[src/rtl/addsub_seq_if.sv]
// Operand/result handshake bundle for addsub_seq.
// The master drives operands and out_ready; the slave (the adder) returns the result and flags.
interface addsub_seq_if #(
  parameter int N = 8
);
  logic         in_valid;
  logic         in_ready;
  logic [N-1:0] a;
  logic [N-1:0] b;
  logic         sub;
  logic         out_valid;
  logic         out_ready;
  logic [N-1:0] s;
  logic         cout;
  logic         ovf;
  logic         zero;

  modport master (
    output in_valid, a, b, sub, out_ready,
    input  in_ready, out_valid, s, cout, ovf, zero
  );

  modport slave (
    input  in_valid, a, b, sub, out_ready,
    output in_ready, out_valid, s, cout, ovf, zero
  );
endinterface

[src/rtl/addsub_seq.sv]
// Multi-cycle add/subtract: CHUNK bits per CALC beat, N/CHUNK beats per operation.
// Define ADDSUB_SAT_EN to clamp signed-overflowing results to the signed extreme.
module addsub_seq #(
  parameter int N     = 8,
  parameter int CHUNK = 4
) (
  input logic         clk,
  input logic         rst_n,
  addsub_seq_if.slave bus
);
  // N must be a multiple of CHUNK and bus must be instantiated with the same N.
  localparam int NB = N / CHUNK;
  localparam int CW = (NB > 1) ? $clog2(NB) : 1;

  typedef enum logic [1:0] {
    IDLE = 2'd0,
    CALC = 2'd1,
    DONE = 2'd2
  } state_t;

  state_t          state_q, state_d;
  logic [CW-1:0]   cnt_q, cnt_d;
  logic            carry_q, carry_d;
  logic [N-1:0]    a_q, a_d;
  logic [N-1:0]    b_q, b_d;
  logic [N-1:0]    s_q, s_d;
  logic            cout_q, cout_d;
  logic            ovf_q, ovf_d;
  logic            zero_q, zero_d;

  logic [CHUNK-1:0] a_sl [NB];
  logic [CHUNK-1:0] b_sl [NB];

  genvar gi;
  generate
    for (gi = 0; gi < NB; gi++) begin : g_slice
      assign a_sl[gi] = a_q[gi*CHUNK +: CHUNK];
      assign b_sl[gi] = b_q[gi*CHUNK +: CHUNK];
    end
  endgenerate

  logic [CHUNK:0] slice_sum;
  logic [N-1:0]   raw_s;
  logic [N-1:0]   final_s;
  logic           raw_ovf;
  logic           last_beat;

  always_comb begin
    state_d   = state_q;
    cnt_d     = cnt_q;
    carry_d   = carry_q;
    a_d       = a_q;
    b_d       = b_q;
    s_d       = s_q;
    cout_d    = cout_q;
    ovf_d     = ovf_q;
    zero_d    = zero_q;
    slice_sum = '0;
    raw_s     = s_q;
    final_s   = s_q;
    raw_ovf   = 1'b0;
    last_beat = (cnt_q == CW'(NB - 1));

    case (state_q)
      IDLE: begin
        if (bus.in_valid) begin
          a_d     = bus.a;
          b_d     = bus.b ^ {N{bus.sub}};
          carry_d = bus.sub;
          cnt_d   = '0;
          state_d = CALC;
        end
      end

      CALC: begin
        slice_sum = {1'b0, a_sl[cnt_q]} + {1'b0, b_sl[cnt_q]} + {{CHUNK{1'b0}}, carry_q};
        for (int i = 0; i < NB; i++) begin
          if (cnt_q == CW'(i)) raw_s[i*CHUNK +: CHUNK] = slice_sum[CHUNK-1:0];
        end
        s_d     = raw_s;
        carry_d = slice_sum[CHUNK];
        cnt_d   = cnt_q + CW'(1);

        if (last_beat) begin
          // b_q already holds the conditionally inverted operand, so one rule covers add and sub.
          raw_ovf = (a_q[N-1] == b_q[N-1]) && (raw_s[N-1] != a_q[N-1]);
`ifdef ADDSUB_SAT_EN
          if (raw_ovf) final_s = a_q[N-1] ? {1'b1, {(N-1){1'b0}}} : {1'b0, {(N-1){1'b1}}};
          else         final_s = raw_s;
`else
          final_s = raw_s;
`endif
          s_d     = final_s;
          cout_d  = slice_sum[CHUNK];
          ovf_d   = raw_ovf;
          zero_d  = (final_s == '0);
          cnt_d   = '0;
          state_d = DONE;
        end
      end

      DONE: begin
        if (bus.out_ready) state_d = IDLE;
      end

      default: state_d = IDLE;
    endcase
  end

  always_ff @(posedge clk or negedge rst_n) begin
    if (!rst_n) begin
      state_q <= IDLE;
      cnt_q   <= '0;
      carry_q <= 1'b0;
      a_q     <= '0;
      b_q     <= '0;
      s_q     <= '0;
      cout_q  <= 1'b0;
      ovf_q   <= 1'b0;
      zero_q  <= 1'b0;
    end else begin
      state_q <= state_d;
      cnt_q   <= cnt_d;
      carry_q <= carry_d;
      a_q     <= a_d;
      b_q     <= b_d;
      s_q     <= s_d;
      cout_q  <= cout_d;
      ovf_q   <= ovf_d;
      zero_q  <= zero_d;
    end
  end

  assign bus.in_ready  = (state_q == IDLE);
  assign bus.out_valid = (state_q == DONE);
  assign bus.s         = s_q;
  assign bus.cout      = cout_q;
  assign bus.ovf       = ovf_q;
  assign bus.zero      = zero_q;

endmodule

[src/flat_wrapper.sv]
// flat-port wrapper written by rule: the top's interface ports become plain ports
module addsub_seq_flat 
#(
  parameter int N     = 8,
  parameter int CHUNK = 4
)
  (clk, rst_n, bus_in_valid, bus_a, bus_b, bus_sub, bus_out_ready, bus_in_ready, bus_out_valid, bus_s, bus_cout, bus_ovf, bus_zero);
  addsub_seq_if #(.N(N)) bus_i ();
  input logic clk;
  input logic rst_n;
  input wire logic [$bits(bus_i.in_valid)-1:0] bus_in_valid;
  input wire logic [$bits(bus_i.a)-1:0] bus_a;
  input wire logic [$bits(bus_i.b)-1:0] bus_b;
  input wire logic [$bits(bus_i.sub)-1:0] bus_sub;
  input wire logic [$bits(bus_i.out_ready)-1:0] bus_out_ready;
  output wire logic [$bits(bus_i.in_ready)-1:0] bus_in_ready;
  output wire logic [$bits(bus_i.out_valid)-1:0] bus_out_valid;
  output wire logic [$bits(bus_i.s)-1:0] bus_s;
  output wire logic [$bits(bus_i.cout)-1:0] bus_cout;
  output wire logic [$bits(bus_i.ovf)-1:0] bus_ovf;
  output wire logic [$bits(bus_i.zero)-1:0] bus_zero;
  assign bus_i.in_valid = bus_in_valid;
  assign bus_i.a = bus_a;
  assign bus_i.b = bus_b;
  assign bus_i.sub = bus_sub;
  assign bus_i.out_ready = bus_out_ready;
  assign bus_in_ready = bus_i.in_ready;
  assign bus_out_valid = bus_i.out_valid;
  assign bus_s = bus_i.s;
  assign bus_cout = bus_i.cout;
  assign bus_ovf = bus_i.ovf;
  assign bus_zero = bus_i.zero;
  addsub_seq #(.N(N), .CHUNK(CHUNK)) u_core (.clk(clk), .rst_n(rst_n), .bus(bus_i));
endmodule
[config.mk]
export PLATFORM = sky130hd
export DESIGN_NAME = addsub_seq_flat
export DESIGN_NICKNAME = d
export VERILOG_FILES = /design/src/rtl/addsub_seq_if.sv /design/src/rtl/addsub_seq.sv /design/src/flat_wrapper.sv
export SDC_FILE = /design/constraint.sdc
export NUM_CORES = 1
export LEC_CHECK = 0
export BUFFER_PORTS_ARGS = -buffer_cell sky130_fd_sc_hd__buf_4
export CAP_MARGIN = 20
export CORE_UTILIZATION = 50
export DETAILED_ROUTE_END_ITERATION = 12
export GPL_TIMING_DRIVEN = 0
export PLACE_DENSITY = 0.75
export SETUP_SLACK_MARGIN = 0.1
export SLEW_MARGIN = 10
export SYNTH_ARGS = -nofsm -noshare
export SYNTH_HDL_FRONTEND = slang
export SYNTH_SLANG_ARGS = --single-unit
[constraint.sdc]
create_clock -name clk -period 3.7 [get_ports clk]
set_clock_uncertainty 0.1 [all_clocks]
set_input_delay 0.555 -clock clk [delete_from_list [all_inputs] [get_ports clk]]
set_output_delay 0.555 -clock clk [all_outputs]
set_load 0.02 [all_outputs]
# Yosys cells after proc, flatten, opt, wreduce, memory -nomap -nowiden
# Index checks and enable logic that the tools add are counted.
# totals
register_bits,31
in_bits,21
out_inout_bits,13
word_cells,49
# op_classes
n_lt_le_gt_ge,1
bitwise_logic,2
muxes,19
n_reduce_logical,8
n_eq_ne,7
add_sub_neg,3
# op_table
cell,n
4-bit two-way mux,10
8-bit logical NOT,1
8-bit XOR,1
2-bit two-way mux,3
2-bit one-hot mux with 3 select lines,1
2-bit AND reduction,3
4-bit by 4-bit adder with 5-bit output,1
5-bit by 1-bit adder with 5-bit output,1
"2-bit inequality test, second input constant",2
1-bit one-hot mux with 2 select lines,2
1-bit two-way mux,3
3-bit AND reduction,1
"2-bit by 1-bit == test with 1-bit output, second input constant",1
"2-bit == test, second input constant",1
"2-bit >= comparator, second input constant",1
2-bit logical NOT,1
"2-bit by 1-bit inequality test with 1-bit output, second input constant",1
1-bit NOT with 2-bit output,1
2-bit nonzero test,1
"1-bit adder, second input constant",1
1-bit == test,1
1-bit logical AND,1
1-bit inequality test,1

# Logic depth before layout (Yosys ltp)
# Gate-level depths: netlist (run 1).
# logic_depth
word_depth,10
mapped_depth,9
depth_no_buf,8

# Worst setup path before layout (run 1)
# OpenSTA, ideal clock, no wires.
# synth_timing
kind,register to register
startpoint,register u_core.cnt_q
endpoint,register u_core.zero_q (netlist: u_core.bus.zero)
synth_period_minus_slack_ns,2.629
required_ns,3.534
n_path_buf,1
slack_ns,1.071
arrival_time_ns,2.463
stages_incl_launch_ff,9
setup_ns,0.066
path_cell_list,dfrtp_1 -> buf_2 -> mux2i_1 -> fa_1 -> inv_1 -> fa_1 -> or4b_1 -> nor4_2 -> a22o_1
# synth_between
elab_chain_len,9
word_cells_on_any_way,15
classes_between,add/sub (2); mux (10); bitwise (1); reduce/logical (2)
# synth_lines
element,line_no,rtl
"start, declared",addsub_seq.sv:22,"logic [CW-1:0] cnt_q, cnt_d;"
"start signal, assigned",addsub_seq.sv:123,cnt_q <= cnt_d;
1-bit NOT with 2-bit output (implied by the code),addsub_seq.sv:76,"slice_sum = {1'b0, a_sl[cnt_q]} + {1'b0, b_sl[cnt_q]} + {{CHUNK{1'b0}}, carry_q};"
4-bit two-way mux (implied by the code) (3 in series),addsub_seq.sv:76,
4-bit by 4-bit adder with 5-bit output,addsub_seq.sv:76,
5-bit by 1-bit adder with 5-bit output,addsub_seq.sv:76,
4-bit two-way mux,addsub_seq.sv:78,if (cnt_q == CW'(i)) raw_s[i*CHUNK +: CHUNK] = slice_sum[CHUNK-1:0];
4-bit two-way mux,addsub_seq.sv:64,case (state_q)
8-bit logical NOT,addsub_seq.sv:96,zero_d = (final_s == '0);
"end signal, assigned",addsub_seq.sv:130,zero_q <= zero_d;
"end, declared",addsub_seq.sv:29,"logic zero_q, zero_d;"
# Parallel ways exist; a longest one is shown, timed or not. The select of a mux whose other input is x is not followed.
# A chain may end at the register's enable or synchronous reset.

# Worst setup path in the final report (run 1)
# Same ends and word-level chain as after synthesis.

==> impl_metrics.env, run 1 <==
export IMPL_instances_no_fill=203
export IMPL_whs_ps=44.48
export IMPL_initial_core_util=0.5387
export IMPL_grt_ovfl_total=0
export IMPL_cts_htree_levels=2
export IMPL_status="finished with violations"
export IMPL_synth_top_area_cell="dfrtp_1"
export IMPL_antenna_found_initial=0
export IMPL_cts_buffers=5
export IMPL_io_pins=34
export IMPL_fmax_mhz=352.8
export IMPL_placed_cell_area_sq_um=1803
export IMPL_synth_cells=134
export IMPL_switchingPower_mw=0.7648
export IMPL_grt_pass1_vias=1106
export IMPL_syn_num_nets=160
export IMPL_async_flop_share=1.000
export IMPL_use_met1=0.2280
export IMPL_synth_cell_types=31
export IMPL_report_final_hold_viol_count=0
export IMPL_cts_tree="done"
export IMPL_cp_arrival_ps=3000
export IMPL_drt_total_wl_um=2808
export IMPL_cell_internal_pwr_mw=1.083
export IMPL_grt_pass1_wl_um=4823
export IMPL_grt_max_degree=32
export IMPL_cts_sinks=31
export IMPL_max_cap_violations=0
export IMPL_yosys_most_used_dff="dfrtp_1"
export IMPL_p_sw_frac=0.4140
export IMPL_ys_seq_area_frac=0.5090
export IMPL_cts_buffer_depth=2
export IMPL_area_growth_syn_to_layout_pct=21.02
export IMPL_clkLatencyLatePin_ps=320
export IMPL_drive_above_1_share=0.3430
export IMPL_num_nets_final=199
export IMPL_synth_edf_count=0
export IMPL_cts_setup_buffers=0
export IMPL_final_area_sq_um=1844
export IMPL_yosysTopAreaCellShare=0.5090
export IMPL_fin_crit_ps=2834
export IMPL_powerDensity_nw_per_um2=1002
export IMPL_synth_area_sq_um=1524
export IMPL_reg2reg_slack_ps=870
export IMPL_global_route_usage_met3=0.06122
export IMPL_path_clk_slew_ps=90
export IMPL_ys_ff_latch=31
export IMPL_violations="design-rule violations"
export IMPL_worstPathRequired_ps=3870
export IMPL_place_ws_ps=861.4
export IMPL_drt_iter0_drc=24
export IMPL_multi_input_area_sq_um=695.7
export IMPL_top_usage_layer="met2"
export IMPL_power_mw=1.847
export IMPL_timing_rr_end="u_core.bus.zero"
export IMPL_relSlewSlack=0.5967
export IMPL_p_seq_frac=0.331
export IMPL_grt_use_total=0.1969
export IMPL_worstRegToRegCells=8
export IMPL_finalCritPeriodShare=0.7660
export IMPL_place_inst=197
export IMPL_ctsHoldBuffers=0
export IMPL_worst_slack_ps=865.8
export IMPL_setup_viol=0
export IMPL_root_buffer="clkbuf_4"
export IMPL_final_core_util=0.6519
export IMPL_end_kind="flop"
export IMPL_tns_ps=0
export IMPL_synthTopCellsByArea="dfrtp_1 (51%), mux2_2 (12%), xnor2_1 (5.7%)"
export IMPL_vias=1096
export IMPL_layout_commonest_cell="buf_4"
export IMPL_final_cell_mix="buf_4 (32), dfrtp_1 (31), mux2_2 (16)"
export IMPL_vias_per_cell=5.399
export IMPL_yosys_warnings=0
export IMPL_avgSynthCellArea_sq_um=11.37
export IMPL_hold_class="in -> async"
export IMPL_drc=4
export IMPL_place_gp_congestion=0.7508
export IMPL_rsz0062_at_grt="false"
export IMPL_wl_per_cell_um=13.83
export IMPL_cts_repair_resized=0
export IMPL_p_leak_nw=0.8485
export IMPL_hpwl_um=2147
export IMPL_crit_fanout=10
export IMPL_crit_type="reg -> reg"
export IMPL_fp_dieW_um=57.21
export IMPL_diodes=0
export IMPL_dr_pass1_iters=9
export IMPL_comb_power_share=0.575
export IMPL_fillers=254
export IMPL_use_met2=0.3479
export IMPL_maxSlewViolCount=0
export IMPL_p_clk_frac=0.093
export IMPL_core_sq_um=2829
export IMPL_r2r_start="u_core.cnt_q"
export IMPL_worst_pin_slew_ps=605.0
export IMPL_ant_nets=0
export IMPL_row_count=19
export IMPL_die_area_sq_um=3272
export IMPL_start_kind="flop"
export IMPL_port_buffers=32
export IMPL_die_y_um=57.21
export IMPL_seq_area_sq_um=775.7
export IMPL_ir_drop_mv=0.4197
==> cells in the mapped netlist (2+ instances only) <==
library cell,count
buf_2,3
fa_1,2
mux2i_1,2
o21ai_0,8
buf_6,2
dfrtp_1,31
nor2_1,9
mux2_2,16
nand2_1,12
inv_1,3
ha_1,3
nand2b_1,4
a21oi_1,10
nand3_1,2
xnor2_1,10
and2_1,2
==> power by group through the flow <==
stage	sequential [mW]	clock (mW)	combinational [mW]
6_report	0.612	0.172	1.06
2_1_floorplan	0.660	0	0.718
4_1_cts	0.613	0.178	1.08
3_3_place_gp	0.607	0	1.03
3_5_place_dp	0.620	0	1.07
5_1_grt	0.636	0.192	1.18
==> worst max-delay path by stage <==
stage,to,cells after the start,slack (ps),startpoint
after detailed placement,u_core.bus.zero,8,860,u_core.cnt_q
after global routing,u_core.bus.zero,8,660,u_core.cnt_q
after floorplan,u_core.bus.zero,8,1070,u_core.cnt_q
after CTS,u_core.bus.zero,8,830,u_core.cnt_q
after global placement,u_core.bus.zero,8,880,u_core.cnt_q
final,u_core.bus.zero,8,870,u_core.cnt_q
==> critical path, stage by stage, from the launching register on <==
cell and delay (ps):
dfrtp_1 370, buf_2 260, mux2i_1 150, fa_1 420, inv_1 80, fa_1 450
or4b_1 550, nor4_2 240, a22o_1 160
==> kinds of logic (layout without fill, tap and decap cells) <==
group	Yosys count	in the layout	share of synthesized area
multiplexers	18	18	0.1314
buffers and inverters	9	47	0.03448
flip-flops	31	31	0.5090
AND/OR/NAND/NOR	36	36	0.1207
XOR/XNOR	10	10	0.05747
AO/OA/AOI/OAI	25	25	0.09607
adder cells (fa/ha/maj)	5	5	0.05091
==> final cells by class <==
class | instances | area share
Buffer | 6 | 0.02239
Clock buffer | 6 | 0.02239
Inverter | 3 | 0.006106
Multi-Input combinational cell | 94 | 0.3772
Sequential cell | 31 | 0.4206
Tap cell | 31 | 0.02103
Timing Repair Buffer | 32 | 0.1303
==> sequential cells by signal, summed over array words and instances, names as in the netlist, 2 cells and up <==
signal,flops
u_core.a_q,8
u_core.b_q,8
u_core.bus.s,8
u_core.state_q,2
==> layer usage <==
layer  up-vias  share of wire  routed length, um
met4         0          0.016                 45
met2        28           0.52               1450
met3         5          0.051                143
met1       527           0.42               1169
li1        536              -                  -
met5         -              0                  0
(Power assumes the default switching activity.)
==> run 2, diff against run 1 <==
--- a/config.mk
+++ b/config.mk
@@ -7,7 +7,7 @@
 export LEC_CHECK = 0
 export BUFFER_PORTS_ARGS = -buffer_cell sky130_fd_sc_hd__buf_4
 export CAP_MARGIN = 20
-export CORE_UTILIZATION = 50
+export CORE_UTILIZATION = 48
 export DETAILED_ROUTE_END_ITERATION = 12
 export GPL_TIMING_DRIVEN = 0
 export PLACE_DENSITY = 0.75
==> constraint.sdc (replaced) <==
create_clock -name clk -period 2.6 [get_ports clk]
set_clock_uncertainty 0.1 [all_clocks]
set_input_delay 0.39 -clock clk [delete_from_list [all_inputs] [get_ports clk]]
set_output_delay 0.39 -clock clk [all_outputs]
set_load 0.02 [all_outputs]
==> run 2 against run 1 <==
The run ends with negative setup slack left; critical path depth is the same; wire length increased by 4.8%; largest cell class unchanged; sequential share of layout area fell by 1.1 points; worst setup slack worse by 880 ps.
==> impl_metrics.env, run 2 (synthesized netlist as in run 1, its figures left out) <==
export IMPL_path_clk_slew_ps=100
export IMPL_end_kind="flop"
export IMPL_die_area_sq_um=3404
export IMPL_die_y_um=58.35
export IMPL_ir_drop_mv=0.5865
export IMPL_dr_pass1_iters=4
export IMPL_worst_slack_ps=-11.19
export IMPL_vias=1100
export IMPL_max_cap_violations=0
export IMPL_place_gp_congestion=0.7621
export IMPL_cts_buffers=5
export IMPL_whs_path_depth=2
export IMPL_setup_viol=1
export IMPL_grt_pass1_vias=1121
export IMPL_relSlewSlack=0.5794
export IMPL_worstRegToRegCells=8
export IMPL_grt_use_total=0.1984
export IMPL_root_buffer="clkbuf_4"
export IMPL_cts_buffer_depth=2
export IMPL_powerDensity_nw_per_um2=1427
export IMPL_r2r_start="u_core.cnt_q"
export IMPL_status="finished with violations"
export IMPL_p_leak_nw=0.8626
export IMPL_area_growth_syn_to_layout_pct=24.30
export IMPL_report_final_hold_viol_count=0
export IMPL_layout_commonest_cell="buf_4"
export IMPL_start_kind="flop"
export IMPL_drive_above_1_share=0.3714
export IMPL_initial_core_util=0.5033
export IMPL_io_pins=34
export IMPL_hpwl_um=2179
export IMPL_grt_ovfl_total=0
export IMPL_fmax_mhz=383.0
export IMPL_clkLatencyLatePin_ps=340
export IMPL_cts_sinks=31
export IMPL_rsz0062_at_grt="true"
export IMPL_crit_fanout=10
export IMPL_wl_per_cell_um=13.44
export IMPL_port_buffers=32
export IMPL_diodes=0
export IMPL_crit_type="reg -> reg"
export IMPL_grt_pass1_wl_um=4905
export IMPL_core_sq_um=3028
export IMPL_cp_arrival_ps=2800
export IMPL_final_cell_mix="buf_4 (32), dfrtp_1 (31), mux2_2 (16)"
export IMPL_cts_htree_levels=2
export IMPL_worstPathRequired_ps=2790
export IMPL_num_nets_final=200
export IMPL_vias_per_cell=5.023
export IMPL_row_count=20
export IMPL_drc=0
export IMPL_finalCritPeriodShare=1.004
export IMPL_fin_crit_ps=2611
export IMPL_fp_dieW_um=58.35
export IMPL_whs_ps=119.0
export IMPL_instances_no_fill=219
export IMPL_timing_rr_end="u_core.bus.zero"
export IMPL_violations="negative setup slack"
export IMPL_ant_nets=0
export IMPL_cts_tree="done"
export IMPL_drt_total_wl_um=2943
export IMPL_place_inst=210
export IMPL_drt_iter0_drc=39
export IMPL_grt_max_degree=32
export IMPL_reg2reg_slack_ps=-10
export IMPL_startpoint="u_core.cnt_q"
export IMPL_hold_class="in -> reg"
export IMPL_antenna_found_initial=0
export IMPL_worst_pin_slew_ps=630.8
export IMPL_final_core_util=0.6256
export IMPL_crit_path_end="u_core.bus.zero"
export IMPL_maxSlewViolCount=0
## run 2: cell types whose count changed in the layout (fill, tap and decap cells not counted), sizes merged
| cell | before | now |
|---|---|---|
| clkinv | 0 | 3 |
| clkbuf | 7 | 6 |
| dlygate4sd3 | 0 | 1 |
## run 2: how the worst min path moves through the flow
stage | start | endpoint | slack [ps]
3_3_place_gp | rst_n | u_core.bus.s[7] | 240
4_1_cts | bus_out_ready | u_core.state_q[1] | 110
6_report | bus_out_ready | u_core.state_q[1] | 120
5_1_grt | bus_out_ready | u_core.state_q[1] | 120
2_1_floorplan | rst_n | u_core.a_q[0] | -6
3_5_place_dp | rst_n | u_core.bus.s[7] | 240
## run 2: final cells by class
type | instances | area, sq um
Fill cell | 254 | 1134
Sequential cell | 31 | 775.7
Multi-Input combinational cell | 94 | 701.9
Timing Repair Buffer | 33 | 250.2
Tap cell | 44 | 55.05
Buffer | 6 | 47.55
Clock buffer | 5 | 37.54
Clock inverter | 3 | 15.01
Inverter | 3 | 11.26
## run 2: what timing repair did
item,in CTS,in global routing
buffers inserted,0,0
resized for setup,2,0
endpoints found under the hold margin,31,0
endpoints found under the setup margin,1,1
hold buffers,1,0
pin swaps,1,0
## run 2: where the power goes
part           internal [mW]  switching [mW]
clock network          0.100           0.171
registers              0.723           0.152
logic                  0.746           0.812
## run 2: metrics by stage
stage	setup TNS, ps	power (mW)	worst slack [ps]	area (sq um)
final	-11.19	2.704	-11.19	1894
after global routing	-101.3	2.920	-101.3	1894
after CTS	-19.84	2.721	-19.84	1894
after detailed placement	-103.1	2.428	-103.1	1828
after global placement	-56.13	2.354	-56.13	1828
after floorplan	0	1.976	106.3	1533
## run 2: worst max-delay path: stages (launching register included)
cell and delay [ps]:
dfrtp_1 420, buf_6 160, mux2i_2 170, fa_2 370
inv_2 60, fa_1 440, or4b_1 500, nor4_2 170
a22o_1 160
## run 2: routing by layer
layer,wire length (um),vias to the layer above,global-route usage
met2,1427,32,0.3202
li1,-,540,-
met1,1293,516,0.2198
met3,117,12,0.05275
met4,105,0,0.1633
met5,0,-,0
==> run 3, diff against run 2 <==
--- a/config.mk
+++ b/config.mk
@@ -7,7 +7,7 @@
 export LEC_CHECK = 0
 export BUFFER_PORTS_ARGS = -buffer_cell sky130_fd_sc_hd__buf_4
 export CAP_MARGIN = 20
-export CORE_UTILIZATION = 48
+export CORE_UTILIZATION = 50
 export DETAILED_ROUTE_END_ITERATION = 12
 export GPL_TIMING_DRIVEN = 0
 export PLACE_DENSITY = 0.75
==> constraint.sdc (replaced) <==
create_clock -name clk -period 3.3 [get_ports clk]
set_clock_uncertainty 0.1 [all_clocks]
set_input_delay 0.495 -clock clk [delete_from_list [all_inputs] [get_ports clk]]
set_output_delay 0.495 -clock clk [all_outputs]
set_load 0.02 [all_outputs]
==> run 3 against run 2 <==
The flow finishes with violations (design-rule violations); sequential share of layout area is 0.88 points higher; final cell count shrank 6.8%; register-to-register slack better by 470 ps; clock power is 28% lower; die area down 3.9%; critical path depth is the same; final area shrank 2.1%; non-clock buffer count is the same; first-iteration DRC count fell by 21%; global-route usage fell by 0.15 points; worst setup slack improved by 470 ps; via count is 0.55% higher; largest cell class unchanged.
==> impl_metrics.env, run 3 (synthesized netlist as in run 1, its figures left out) <==
export IMPL_instances_no_fill=204
export IMPL_report_final_hold_viol_count=0
export IMPL_root_buffer="clkbuf_4"
export IMPL_drc=4
export IMPL_place_inst=197
export IMPL_powerDensity_nw_per_um2=1117
export IMPL_path_clk_slew_ps=90
export IMPL_core_sq_um=2829
export IMPL_grt_ovfl_total=0
export IMPL_port_buffers=32
export IMPL_cts_buffer_depth=2
export IMPL_hold_class="in -> reg"
export IMPL_hpwl_um=2147
export IMPL_ant_nets=0
export IMPL_relSlewSlack=0.5969
export IMPL_tns_ps=0
export IMPL_global_route_usage_met3=0.06122
export IMPL_p_leak_nw=0.8527
export IMPL_fmax_mhz=352.5
export IMPL_die_y_um=57.21
export IMPL_end_kind="flop"
export IMPL_cts_repair_resized=0
export IMPL_cp_arrival_ps=3000
export IMPL_grt_pass1_vias=1106
export IMPL_cts_htree_levels=2
export IMPL_placed_cell_area_sq_um=1803
export IMPL_final_area_sq_um=1854
export IMPL_setup_viol=0
export IMPL_fillers=250
export IMPL_status="finished with violations"
export IMPL_place_gp_congestion=0.7508
export IMPL_initial_core_util=0.5387
export IMPL_start_kind="flop"
export IMPL_fp_dieW_um=57.21
export IMPL_grt_use_total=0.1969
export IMPL_num_nets_final=200
export IMPL_cts_buffers=5
export IMPL_drt_total_wl_um=2831
export IMPL_maxSlewViolCount=0
export IMPL_finalCritPeriodShare=0.8597
export IMPL_area_growth_syn_to_layout_pct=21.67
export IMPL_power_mw=2.071
export IMPL_use_met1=0.2280
export IMPL_seq_area_sq_um=775.7
export IMPL_io_pins=34
export IMPL_diodes=0
export IMPL_fin_crit_ps=2837
export IMPL_final_cell_mix="buf_4 (32), dfrtp_1 (31), mux2_2 (16)"
export IMPL_crit_type="reg -> reg"
export IMPL_violations="design-rule violations"
export IMPL_rsz0062_at_grt="false"
export IMPL_vias=1106
export IMPL_multi_input_area_sq_um=695.7
export IMPL_cts_sinks=31
export IMPL_cts_tree="done"
export IMPL_antenna_found_initial=0
export IMPL_die_area_sq_um=3272
export IMPL_vias_per_cell=5.422
export IMPL_grt_max_degree=32
export IMPL_worst_pin_slew_ps=604.7
export IMPL_worstPathRequired_ps=3470
export IMPL_top_usage_layer="met2"
export IMPL_grt_pass1_wl_um=4823
export IMPL_layout_commonest_cell="buf_4"
export IMPL_drive_above_1_share=0.3410
export IMPL_use_met2=0.3479
export IMPL_dr_pass1_iters=8
export IMPL_row_count=19
export IMPL_max_cap_violations=0
export IMPL_wl_per_cell_um=13.88
export IMPL_clkLatencyLatePin_ps=320
export IMPL_reg2reg_slack_ps=460
export IMPL_ir_drop_mv=0.4713
export IMPL_drt_iter0_drc=31
export IMPL_crit_fanout=10
run 3: final timing paths:
check	start	end	cells past startpoint
max in group asynchronous	rst_n	u_core.b_q[0]	2
worst min register to register	u_core.bus.cout	u_core.bus.cout	2
min in group asynchronous	rst_n	u_core.state_q[1]	2
worst min-delay path	bus_out_ready	u_core.state_q[1]	2
worst max register to register	u_core.cnt_q	u_core.bus.zero	8
worst max-delay path	u_core.cnt_q	u_core.bus.zero	8
run 3: metrics by stage:
stage / hold slack (ps) / setup slack, ps / utilization
after global placement: 337.4 / 476.9 / 0.6373
after CTS: 245.1 / 433.0 / 0.6555
after global routing: 268.4 / 264.6 / 0.6555
final: 254.9 / 463.1 / 0.6555
after floorplan: 99.41 / 671.1 / -
after detailed placement: 346.8 / 461.4 / 0.6373
run 3: report_power, final:
| group | switching (mW) | internal [mW] |
|---|---|---|
| Combinational | 0.623 | 0.569 |
| Sequential | 0.116 | 0.570 |
| Clock | 0.118 | 0.0756 |
| Total | 0.856 | 1.21 |
run 3: repair_timing:
item                      CTS  global route
setup buffers               0             0
hold buffers                1             0
hold endpoints to repair   31             0
run 3: worst max-delay path, cell delays in order (launching register included):
cell     delay (ps)
dfrtp_1         370
buf_2           260
mux2i_1         150
fa_1            420
inv_1            80
fa_1            440
or4b_1          550
nor4_2          240
a22o_1          160
run 3: layout make-up:
class,instances,share of cell area
inverters,3,0.006073
plain buffers,6,0.02227
well taps,31,0.02092
flip-flops and latches,31,0.4184
multi-input cells,94,0.3752
repair buffers,33,0.1350
clock buffers,6,0.02227
run 3: metal layers:
layer	routed length [um]	part of all wire
met4	44	0.016
met5	0	0
met1	1187	0.42
met2	1468	0.52
met3	131	0.046
